===== src/rtl/ram_dual_port.sv =====
// Purpose : simple dual-port synchronous RAM (1 write, 1 read port) with a zeroing sweep after reset.
// Latency : write commits on the accepting edge; read data/valid registered, 1 cycle; same-address read is write-first.
// Backpres: none; requests during the init sweep or to addresses >= DEPTH are dropped with a one-cycle err pulse.
//
// Ports:
//   clk, rst                     single clock, synchronous active-high reset
//   wr_enb, wr_addr, wr_data     write request
//   rd_enb, rd_addr              read request
//   rd_data, rd_valid            registered read result, valid for one cycle per accepted read
//   init_busy                    high while the post-reset zeroing sweep runs
//   wr_err, rd_err               one-cycle pulse per dropped request
module ram_dual_port #(
   parameter int DATA_WIDTH = 8,
   parameter int ADDR_WIDTH = 4,
   parameter int DEPTH      = 16
) (
   input  logic                  clk,
   input  logic                  rst,
   input  logic                  wr_enb,
   input  logic [ADDR_WIDTH-1:0] wr_addr,
   input  logic [DATA_WIDTH-1:0] wr_data,
   input  logic                  rd_enb,
   input  logic [ADDR_WIDTH-1:0] rd_addr,
   output logic [DATA_WIDTH-1:0] rd_data,
   output logic                  rd_valid,
   output logic                  init_busy,
   output logic                  wr_err,
   output logic                  rd_err
);

   typedef enum logic {ST_INIT, ST_ACTIVE} state_t;

   localparam logic [ADDR_WIDTH-1:0] LAST_ADDR = ADDR_WIDTH'(DEPTH - 1);
   // One extra bit so DEPTH == 2**ADDR_WIDTH is representable.
   localparam logic [ADDR_WIDTH:0]   DEPTH_LIM = (ADDR_WIDTH + 1)'(DEPTH);

   logic [DATA_WIDTH-1:0] mem [DEPTH];

   state_t                state, state_nxt;
   logic [ADDR_WIDTH-1:0] init_cnt, init_cnt_nxt;
   logic                  wr_in_range, rd_in_range;
   logic                  wr_ok, rd_ok, bypass;
   logic                  rd_valid_nxt, wr_err_nxt, rd_err_nxt;

   assign wr_in_range = {1'b0, wr_addr} < DEPTH_LIM;
   assign rd_in_range = {1'b0, rd_addr} < DEPTH_LIM;

   always_comb begin
      state_nxt    = state;
      init_cnt_nxt = init_cnt;
      wr_ok        = 1'b0;
      rd_ok        = 1'b0;
      case (state)
         ST_INIT: begin
            init_cnt_nxt = init_cnt + 1'b1;
            if (init_cnt == LAST_ADDR) begin
               state_nxt    = ST_ACTIVE;
               init_cnt_nxt = '0;
            end
         end
         ST_ACTIVE: begin
            wr_ok = wr_enb && wr_in_range;
            rd_ok = rd_enb && rd_in_range;
         end
      endcase
      // Anything requested but not accepted is an error, whatever the reason.
      wr_err_nxt   = wr_enb && !wr_ok;
      rd_err_nxt   = rd_enb && !rd_ok;
      rd_valid_nxt = rd_ok;
      bypass       = wr_ok && rd_ok && (wr_addr == rd_addr);
   end

   always_ff @(posedge clk) begin
      if (rst) begin
         state     <= ST_INIT;
         init_cnt  <= '0;
         init_busy <= 1'b1;
         rd_data   <= '0;
         rd_valid  <= 1'b0;
         wr_err    <= 1'b0;
         rd_err    <= 1'b0;
      end else begin
         state     <= state_nxt;
         init_cnt  <= init_cnt_nxt;
         init_busy <= (state_nxt == ST_INIT);
         rd_valid  <= rd_valid_nxt;
         wr_err    <= wr_err_nxt;
         rd_err    <= rd_err_nxt;
         // Same-address collision returns the incoming write data (write-first).
         if (rd_ok)
            rd_data <= bypass ? wr_data : mem[rd_addr];
      end
   end

   // Storage has no reset of its own; the init sweep zeroes it one word per edge.
   always_ff @(posedge clk) begin
      if (!rst) begin
         if (state == ST_INIT)
            mem[init_cnt] <= '0;
         else if (wr_ok)
            mem[wr_addr] <= wr_data;
      end
   end

endmodule


===== config.mk =====
export PLATFORM = sky130hd
export DESIGN_NAME = ram_dual_port
export DESIGN_NICKNAME = d
export VERILOG_FILES = /design/src/rtl/ram_dual_port.sv
export SDC_FILE = /design/constraint.sdc
export NUM_CORES = 1
export LEC_CHECK = 0
export ABC_AREA = 0
export BUFFER_PORTS_ARGS = -buffer_cell sky130_fd_sc_hd__clkbuf_2
export CAP_MARGIN = 10
export CORE_MARGIN = 4
export CORE_UTILIZATION = 50
export CTS_CLUSTER_DIAMETER = 120
export DETAILED_ROUTE_END_ITERATION = 6
export PLACE_DENSITY = 0.67
export SKIP_LAST_GASP = 1
export SYNTH_ARGS = -nofsm -noshare
export SYNTH_HDL_FRONTEND = slang
export SYNTH_SLANG_ARGS = --single-unit

===== constraint.sdc =====
create_clock -name clk -period 6.85 [get_ports clk]
set_input_delay 0 -clock clk [delete_from_list [all_inputs] [get_ports clk]]
set_output_delay 0 -clock clk [all_outputs]
set_load 0.01 [all_outputs]

==> metrics.csv <==
stage,metric,value,unit
clock_tree,root_buffer,clkbuf_16,
drt,wirelength,11600,um
sta,clock_skew,0.00604,ns
placed_design,place_congestion,0.888,
critical_path,rr_worst_depth,6,
yosys,synth.net_count,352,
floorplanning,die_w,116,um
yosys,synth_mux_area_share,13.4,%
sta,hold_viol_final,0,
cells_and_area,nNetsFinal,384,
global_route,grt_pass1_wl,17900,um
sta,worst_slew_pin_slew,0.998,ns
sta,slew_viol_final,0,
yosys,synthTopCellsByArea,"edfxtp_1, mux4_2, dfxtp_1",
cells_and_area,multiInputGateArea,1530,um2
sta,rsz0062_at_grt,no,
yosys,ys_seq_area_share,71.8,%
critical_path,cp_slowest_cell,nor4_4,
global_route,grt_max_degree,34,
sta,finalCriticalPeriod,2.89,ns
floorplanning,core-area,11400,um2
yosys,netlist_area,5830,um2
yosys,yosys.area.top_type_share,65.9,%
yosys,synth_edf_count,128,
critical_path,critPathCaptureType,flip-flop,
critical_path,path_cells,and3b_1 > mux2i_1 > xnor2_1 > nor4_4 > nand2_1 > a311oi_1,
sta,setup_viol,0,
yosys,yosys.area.top_type,edfxtp_1,
yosys,synth_compound_area_share,5.41,%
global_route,antenna_found_initial,0,
yosys,avgSynthCellArea,17.6,um2
cells_and_area,mostFrequentLayoutCells,"edfxtp_1, nor2_1, mux4_2",
power,irDropWorstVdd,0.000173,V
critical_path,r2r_start,state$_SDFF_PP0_,
drt,routedWlPerCell,22.5,um
placed_design,pre_cts_slack,3.96,ns
floorplanning,die_y,116,um
global_route,grt_use_total,18.9,%
clock_tree,cts_resized,0,
critical_path,path_class,reg2reg,
critical_path,cp-start-kind,flip-flop,
clock_tree,path_clk_slew,0.05,ns
yosys,ys_ff_latch,145,
placed_design,port_buffers,31,
floorplanning,dieArea,13500,um2
yosys,synth-simple-area-share,6.29,%
sta,fin_ws,3.96,ns
yosys,synth_top_family_by_area,multiplexers,
yosys,async_flop_share,0,%
critical_path,crit_start,state$_SDFF_PP0_,
cells_and_area,fin_util,57.8,%
sta,tns,0,ns
cells_and_area,final-seq-area,4180,um2
clock_tree,cts_buffer_depth,2,
critical_path,path_max_fanout,21,
drt,vias_per_cell,5.89,
cells_and_area,final_cells,517,
yosys,synth-main-ff-cell,edfxtp_1,
power,p_total,1.85,mW
yosys,synthCells,331,
clock_tree,clkSinkCount,145,
drt,drc,0,
cells_and_area,fillers,892,
drt,route.vias.total,3044,
floorplanning,fp-row-count,39,
critical_path,ff2ff_setup_slack,3.96,ns
job,drv_cap,0,
critical_path,endpoint,rd_data[4]$_SDFFE_PP0P_,
critical_path,slowest_delay,0.72,ns
critical_path,arrival,3.20,ns
yosys,ys_types,33,
yosys,synth_xor_area_share,0.901,%
cells_and_area,diodes,0,
run_status,status,completed,
power,p_per_area,281,nW/um2
floorplanning,start_util,51.1,%
drt,ant_nets,0,
clock_tree,cts_tree,done,
clock_tree,numCtsBuffers,17,
cells_and_area,drive_above_1_share,23.5,%
cells_and_area,syn2layout_area_growth,13.1,%
cells_and_area,final_common_cell,edfxtp_1,
global_route,grt_overflow,0,
critical_path,r2r-end,rd_data[4]$_SDFFE_PP0P_,
floorplanning,io_pins,32,
placed_design,hpwlAfterDp,7300,um
sta,fmax,346,MHz
placed_design,dp.cells,485,
hold_path,worst_hold_path_type,in2reg,
yosys,synthAdderAreaFrac,0.215,%
sta,slew_headroom,33.5,%
sta,post-route-period-util,42.2,%
clock_tree,clkLatencyLatePin,0.41,ns
clock_tree,htreeDepth,4,
drt,drtIter0Drc,278,
yosys,synth_warnings,0,
drt,dr.pass1.iters,5,
critical_path,cp.required,7.16,ns
power,power_leakage,2.32,nW
global_route,grt_pass1_vias,3066,
==> what timing repair did <==
action,in CTS,in global routing
hold endpoints to repair,2,0
hold buffers,2,0
buffers inserted,0,0
==> synthesized netlist by cell type (all sizes together), types with 5 or more instances <==
library cell  instances
dfxtp                17
mux4                 32
buf                   9
nor2                 32
and2                 10
edfxtp              128
mux2i                 5
a21o                  8
a311oi                8
clkbuf               12
a22oi                16
nand2                14
==> cell type report <==
class                           instances  share of cell area, %
Sequential cell                       145                   63.4
Multi-Input combinational cell        162                   23.2
Clock buffer                           21                   6.68
Timing Repair Buffer                   34                   2.77
Tap cell                              143                   2.71
Clock inverter                          9                   1.04
Inverter                                3                  0.171
==> registers in the layout, summed over array words and instances (netlist names) <==
signal / flops
mem: 128
init_busy: 1
rd_data: 8
rd_valid: 1
wr_err: 1
state: 1
rd_err: 1
init_cnt: 4
==> routing by layer <==
metal,GRT usage (%),routed length (um),vias up
met5,0,0,-
met4,7.81,269,0
met3,5.54,741,21
met2,29.0,5600,98
met1,25.6,5020,1549
li1,-,-,1376
==> through the flow <==
stage | instance area, um2 | hold slack (ns)
final | 6600 | 0.0423
after detailed placement | 6070 | 0.270
after floorplan | 5830 | 0.167
after CTS | 6600 | 0.0229
after global routing | 6600 | 0.0429
after global placement | 6070 | 0.271
==> report_power, final <==
group          total (mW)  internal, mW  switching, mW
Clock               0.803         0.487          0.316
Combinational      0.0828        0.0354         0.0474
Sequential          0.966         0.961        0.00520
Total                1.85          1.48          0.369
==> worst min-delay path by stage <==
stage,start,to,slack (ns),depth (start not counted)
6_report,rst,init_cnt[3]$_SDFFE_PP0N_,0.04,2
5_1_grt,rst,init_cnt[3]$_SDFFE_PP0N_,0.04,2
4_1_cts,rst,init_cnt[3]$_SDFFE_PP0N_,0.02,2
3_5_place_dp,rd_enb,rd_err$_SDFF_PP0_,0.27,2
3_3_place_gp,rd_enb,rd_err$_SDFF_PP0_,0.27,2
2_1_floorplan,rd_enb,rd_err$_SDFF_PP0_,0.17,1
==> worst max-delay path, delay by kind of cell, from the launching register on <==
kind	cells	cell delay (ns)
AOI/OAI and AO/OA	1	0.31
xor gates and xnor gates	1	0.12
DFF	1	0.58
muxes	1	0.28
and+or+nand+nor	3	1.50
==> cells by family after synthesis <==
kind of cell	after synthesis
buffers and inverters	24
adders and majority gates	1
xor gates and xnor gates	6
muxes	38
DFF	145
AOI/OAI and AO/OA	43
and+or+nand+nor	74
(Power assumes the default switching activity.)
